$ cat src/rtl/a2d_sched.sv
// a2d_sched -- conversion-round scheduler for an SPI-attached A2D converter.
//
// On a single-cycle nxt request it walks four channels in fixed order
// (ch0 -> lft_ld, ch4 -> rght_ld, ch5 -> steer_pot, ch6 -> batt). Each channel
// takes two SPI transactions. The first selects the channel, and its returned
// data is discarded. The second returns the conversion result in
// spi_rd_data[11:0]. GAP_CYC idle cycles separate consecutive transactions.
//
// Ports:
//   clk          in   system clock (only clock used)
//   rst_n        in   asynchronous active-low reset
//   nxt          in   single-cycle request to start a round (ignored while busy)
//   spi_done     in   single-cycle pulse: SPI transaction complete
//   spi_rd_data  in   16-bit SPI read data, valid with spi_done
//   spi_wrt      out  single-cycle pulse starting an SPI transaction
//   spi_cmd      out  16-bit command word {2'b00, ch[2:0], 11'h000}
//   lft_ld       out  latest ch0 result
//   rght_ld      out  latest ch4 result
//   steer_pot    out  latest ch5 result
//   batt         out  latest ch6 result
//   busy         out  high whenever the scheduler is not idle
//   vld          out  single-cycle pulse when a round completes
module a2d_sched #(
    parameter int GAP_CYC = 2
) (
    input  logic        clk,
    input  logic        rst_n,
    input  logic        nxt,
    input  logic        spi_done,
    input  logic [15:0] spi_rd_data,
    output logic        spi_wrt,
    output logic [15:0] spi_cmd,
    output logic [11:0] lft_ld,
    output logic [11:0] rght_ld,
    output logic [11:0] steer_pot,
    output logic [11:0] batt,
    output logic        busy,
    output logic        vld
);

    localparam logic [2:0] IDLE  = 3'd0;
    localparam logic [2:0] SEND1 = 3'd1;
    localparam logic [2:0] WAIT1 = 3'd2;
    localparam logic [2:0] GAP   = 3'd3;
    localparam logic [2:0] SEND2 = 3'd4;
    localparam logic [2:0] WAIT2 = 3'd5;
    localparam logic [2:0] GAP2  = 3'd6;

    // Terminal count of the gap counter: GAP_CYC cycles are 0..GAP_CYC-1.
    localparam logic [3:0] GAP_LAST = 4'(GAP_CYC - 1);

    logic [2:0]  state_q, state_d;
    logic [1:0]  chan_q, chan_d;
    logic [3:0]  cnt_q, cnt_d;
    logic [11:0] lft_q, lft_d;
    logic [11:0] rght_q, rght_d;
    logic [11:0] steer_q, steer_d;
    logic [11:0] batt_q, batt_d;
    logic        vld_q, vld_d;
    logic        gap_done;
    logic [2:0]  ch_sel;

    // Only the low 12 bits of the read data carry a result.
    logic        rd_hi_unused;
    assign rd_hi_unused = ^spi_rd_data[15:12];

    assign gap_done = (cnt_q == GAP_LAST);

    // Channel index -> physical A2D channel number.
    always_comb begin
        ch_sel = 3'd0;
        case (chan_q)
            2'd0:    ch_sel = 3'd0;
            2'd1:    ch_sel = 3'd4;
            2'd2:    ch_sel = 3'd5;
            default: ch_sel = 3'd6;
        endcase
    end

    always_comb begin
        state_d = state_q;
        chan_d  = chan_q;
        cnt_d   = cnt_q;
        lft_d   = lft_q;
        rght_d  = rght_q;
        steer_d = steer_q;
        batt_d  = batt_q;
        vld_d   = 1'b0;
        case (state_q)
            IDLE: begin
                if (nxt) begin
                    state_d = SEND1;
                    chan_d  = 2'd0;
                end
            end
            SEND1: state_d = WAIT1;
            WAIT1: begin
                if (spi_done) begin
                    state_d = GAP;
                    cnt_d   = 4'd0;
                end
            end
            GAP: begin
                if (gap_done) begin
                    state_d = SEND2;
                end else if (cnt_q != 4'hF) begin
                    cnt_d = cnt_q + 4'd1;
                end
            end
            SEND2: state_d = WAIT2;
            WAIT2: begin
                if (spi_done) begin
                    state_d = GAP2;
                    cnt_d   = 4'd0;
                    case (chan_q)
                        2'd0:    lft_d   = spi_rd_data[11:0];
                        2'd1:    rght_d  = spi_rd_data[11:0];
                        2'd2:    steer_d = spi_rd_data[11:0];
                        default: batt_d  = spi_rd_data[11:0];
                    endcase
                end
            end
            GAP2: begin
                if (gap_done) begin
                    if (chan_q == 2'd3) begin
                        state_d = IDLE;
                        vld_d   = 1'b1;
                    end else begin
                        state_d = SEND1;
                        chan_d  = chan_q + 2'd1;
                    end
                end else if (cnt_q != 4'hF) begin
                    cnt_d = cnt_q + 4'd1;
                end
            end
            default: state_d = IDLE;
        endcase
    end

    always_ff @(posedge clk or negedge rst_n) begin
        if (!rst_n) begin
            state_q <= IDLE;
            chan_q  <= 2'd0;
            cnt_q   <= 4'd0;
            lft_q   <= 12'h000;
            rght_q  <= 12'h000;
            steer_q <= 12'h000;
            batt_q  <= 12'h000;
            vld_q   <= 1'b0;
        end else begin
            state_q <= state_d;
            chan_q  <= chan_d;
            cnt_q   <= cnt_d;
            lft_q   <= lft_d;
            rght_q  <= rght_d;
            steer_q <= steer_d;
            batt_q  <= batt_d;
            vld_q   <= vld_d;
        end
    end

    // The command follows the channel index, which only changes when entering
    // SEND1. It is therefore stable across both transactions of a channel, and
    // reset clears it to 16'h0000.
    assign spi_cmd   = {2'b00, ch_sel, 11'h000};
    assign spi_wrt   = (state_q == SEND1) || (state_q == SEND2);
    assign busy      = (state_q != IDLE);
    assign vld       = vld_q;
    assign lft_ld    = lft_q;
    assign rght_ld   = rght_q;
    assign steer_pot = steer_q;
    assign batt      = batt_q;

endmodule
$ cat config.mk
export PLATFORM = sky130hd
export DESIGN_NAME = a2d_sched
export DESIGN_NICKNAME = d
export VERILOG_FILES = /design/src/rtl/a2d_sched.sv
export SDC_FILE = /design/constraint.sdc
export NUM_CORES = 1
export LEC_CHECK = 0
export CAP_MARGIN = 20
export CORE_AREA = 2 2 74 94
export DETAILED_ROUTE_END_ITERATION = 16
export DIE_AREA = 0 0 76 96
export DONT_BUFFER_PORTS = 1
export SETUP_SLACK_MARGIN = 0.2
export SYNTH_ARGS = -nofsm -noshare
export SYNTH_HDL_FRONTEND = slang
export SYNTH_SLANG_ARGS = --single-unit
$ cat constraint.sdc
create_clock -name clk -period 2.5 [get_ports clk]
set_input_delay 0.5 -clock clk [delete_from_list [all_inputs] [get_ports clk]]
set_output_delay 0.5 -clock clk [all_outputs]
set_load 0.05 [all_outputs]
==> results.txt <==
The run gives 558 as the layout filler cell count. The die covers 7300 µm². The switching portion of total power works out to 43.4%. During placement, the flow inserted port buffers numbering 0.

Derived from the worst setup path, the maximum achievable clock frequency is 490 MHz. The clock transition time at the flip-flop clock pins of the worst setup and hold paths works out to 0.07 ns. The tools report the clock root buffer master as sky130_fd_sc_hd__clkbuf_8.

The tools report the via count of the first global-routing pass as 1,519. The run gives 33 as the number of core rows. Per report_power, the clock group accounts for 24.8% of the total.

The commonest cells after synthesis are 58 x sky130_fd_sc_hd__dfrtp_1, 40 x sky130_fd_sc_hd__mux2_4, 13 x sky130_fd_sc_hd__buf_4, 8 x sky130_fd_sc_hd__mux2_2, 8 x sky130_fd_sc_hd__o21ai_0. The die is 76 µm wide. Global routing consumed, on the met2 layer, 23.2% of the routing resources.

The iteration-0 DRC count of the detailed router was 40. In this run the post-CTS setup repair buffer count came out at 0. In this run, synthesis inferred 0 flip-flops with an integrated enable. For this configuration, the core starts out at a cell density of 44.1%. TritonCTS built the clock tree.

The peak fanout along the critical path works out to 16. The number of buffers on the longest clock path is 2, and the final worst-path cycle share is 81.7%. At the worst endpoint, the required time is 2.00 ns. The global routing stage identified its most utilized layer as met2. The logs give 37 for the post-synthesis cell type count and 0 for the number of hold violations in the final report. In the synthesized netlist the async set-or-reset flop fraction comes to 100%. 0 antenna diodes ended up in the layout.

The fraction of final layout cells with drive strength greater than 1 was 35.6%. In the global route stage, met1 resource usage came out at 18.4%. The synthesized netlist occupies a cell area of 2820 µm². The die is 96 µm tall. The first detailed-routing pass took 5 iterations.

The run gives 59 as the pin count of the biggest net entering global routing. The largest individual stage delay along the critical path comes from the cell sky130_fd_sc_hd__or3_1. In this run the power density over the cells is 1150 nW/µm².

The logs give 199 for the instance count of the mapped netlist and 3450 µm for the detailed placement HPWL. At the end of routability-driven placement, the weighted congestion stood at 0.767. The tools report the aggregate global-route resource usage as 15.4%. The fraction of the yosys area taken by sequential cells came out at 51.4%. The post-synthesis to final-layout area growth was 8.34%.

The run finished with clean final reports. Cell internal power was estimated by the tool at 1.99 mW. Once detail routing completed, the nets flagged for antenna violations numbered 0.

Family with the most delay on the worst path: simple AND/OR/NAND/NOR gates. The logs give 1 for the number of hold buffers added after CTS and 1.61 nW for the leakage power figure. The run gives 0 as the number of warnings reported in the yosys synthesis log. Setup repair after global routing left no endpoint under its margin.

The post-route minimum period came out at 2.04 ns. In the post-synthesis netlist, the biggest area contributors are sky130_fd_sc_hd__dfrtp_1 51%, sky130_fd_sc_hd__mux2_4 21%, sky130_fd_sc_hd__buf_4 3.5%. Headroom to the max-slew limit came out at 64.7%. The largest area contributor in the netlist was sky130_fd_sc_hd__dfrtp_1. The number of max-slew violations in the final report came out at 0.

Registers are responsible for 53.3% of the overall power. Each instance of the synthesized netlist takes up on average 14.2 µm². The signal on the critical path passes through or3_1.

In this run the worst hold path is classified as in -> async. The delay of the slowest cell on the worst path was 0.66 ns. Data arrives at the worst endpoint at 1.54 ns.

The tools report the global routing met3 resource utilization as 9.01%. The highest ir drop seen on vdd is 512 µV. With fillers left out, the area of the finished cells amounts to 3060 µm².

Synthesis inferred 58 register bits. The classification of the worst setup path was reg -> out. At the pin with the least slew margin, the transition time is 0.531 ns. The number of buffers inserted during clock tree synthesis was 9. The run gives 3 as the H-tree level count. Summed over all layers, the global routing overflow is 0.

The number of remaining DRC errors was 0; the average routed wire per standard cell was 17.9 µm. In the final timing run, aggregate negative setup slack is 0 ns. The clock reaches the later pin of the worst-skew pair after 0.33 ns. The final setup violation count came out at 0. The via total after detailed routing was 1,506; the final wirelength was 5270 µm. In the synthesized netlist the dominant register cell turns out to be sky130_fd_sc_hd__dfrtp_1. Between clock sinks in the finished design, the worst skew comes to 0.00592 ns.

The cell area reported after detailed placement came out at 2830 µm². At the end of the flow, the number of nets in the layout was 230. The fraction of power consumed by combinational cells was 21.9%.

The net switching power figure is 1.53 mW. The count of buffering cells on the critical path with inverters included is 0, and the max capacitance violation total is 0. The first global-routing pass estimated 8340 µm of wire.

The count of instances resized after the clock tree is built came out at 0. Core footprint: 6400 µm². The tools report the capturing element type of the critical path as an output pin. The sort of element at the start of the critical path was a flop. The fraction of post-synthesis cell area in the top cell type by area is 51.4%.

Among all cell types in the netlist, the one instantiated most often is sky130_fd_sc_hd__dfrtp_1. During I/O placement, the number of pins put on the boundary was 87. The run gives 0 as the initial antenna violation count. The TritonCTS sink count is 58. The detailed-route vias per instance is 5.11.
## power groups by stage
stage | logic, mW | registers, mW | clock network (mW)
after floorplan | 0.749 | 1.79 | 0
final | 0.771 | 1.88 | 0.872
after global placement | 0.736 | 1.90 | 0
after detailed placement | 0.754 | 1.90 | 0
after CTS | 0.782 | 1.88 | 0.898
after global routing | 0.845 | 1.91 | 0.967
## logic make-up (layout without fill, tap and decap cells)
logic type,Yosys count,after routing,synth area share (%)
adders and majority gates,7,7,3.10
buffers and inverters,27,24,6.52
xor gates and xnor gates,1,1,0.310
muxes,49,49,24.8
and+or+nand+nor,31,31,7.76
AOI/OAI and AO/OA,25,25,5.90
DFF,58,58,51.4
other,1,13,0.133
## routing by layer
layer	wire, µm	share of wire [%]
met4	36	0.68
met1	2290	44
met5	0	0
met2	2480	47
met3	451	8.6
## placed cells by master, fill, tap and decap left out, types with 2 or more instances in the layout
cell type	Yosys	routed
sky130_fd_sc_hd__nand4b_1	2	2
sky130_fd_sc_hd__a31oi_1	2	2
sky130_fd_sc_hd__a21oi_1	4	4
sky130_fd_sc_hd__nor2b_1	3	3
sky130_fd_sc_hd__a22o_1	3	3
sky130_fd_sc_hd__nand2_4	4	4
sky130_fd_sc_hd__buf_4	13	2
sky130_fd_sc_hd__dfrtp_1	58	58
sky130_fd_sc_hd__conb_1	1	13
sky130_fd_sc_hd__nand2b_1	2	2
sky130_fd_sc_hd__nand2_1	5	5
sky130_fd_sc_hd__ha_1	7	7
sky130_fd_sc_hd__inv_1	5	5
sky130_fd_sc_hd__mux2_2	8	8
sky130_fd_sc_hd__clkbuf_8	0	10
sky130_fd_sc_hd__o21ai_0	8	8
sky130_fd_sc_hd__nor2_1	5	5
sky130_fd_sc_hd__and3b_1	2	2
sky130_fd_sc_hd__mux2_4	40	40
sky130_fd_sc_hd__clkinvlp_4	0	3
sky130_fd_sc_hd__o211ai_1	2	2
sky130_fd_sc_hd__nand3b_1	2	2
## metrics by stage
step | hold slack (ns) | cells | worst slack, ns | utilization [%] | total power, mW
floorplan | 0.204 | 211 | 0.740 | - | 2.53
finish | 0.0401 | 295 | 0.458 | 47.8 | 3.52
global placement | 0.206 | 278 | 0.754 | 44.1 | 2.63
CTS | 0.0256 | 295 | 0.440 | 47.8 | 3.56
global route | 0.0260 | 295 | 0.388 | 47.8 | 3.72
detailed placement | 0.206 | 278 | 0.745 | 44.1 | 2.66
## registers in the layout, summed over array words and instances, names as in the netlist
register	flops
cnt_q	4
steer_pot	12
rght_ld	12
chan_q	2
state_q	3
lft_ld	12
batt	12
vld	1
## cell type report
| class | count | area (µm²) | share of cell area [%] |
|---|---|---|---|
| Clock buffer | 10 | 138 | 4.50 |
| Clock inverter | 6 | 66.3 | 2.17 |
| Inverter | 5 | 18.8 | 0.614 |
| Multi-Input combinational cell | 126 | 1230 | 40.3 |
| Sequential cell | 58 | 1450 | 47.5 |
| Tap cell | 87 | 109 | 3.56 |
| Timing Repair Buffer | 3 | 42.5 | 1.39 |
## path summary, 6_finish.rpt
kind,to,slack [ns],depth (start not counted),startpoint
worst max register to register,batt[1],0.73,4,state_q[1]
worst max-delay path,busy,0.46,1,state_q[2]
worst min-delay path,batt[3],0.04,1,rst_n
worst min register to register,chan_q[0],0.55,1,chan_q[0]
max in group asynchronous,chan_q[0],2.22,1,rst_n
min in group clk,batt[3],0.31,1,spi_rd_data[3]
Power figures use the tool's default switching activity.
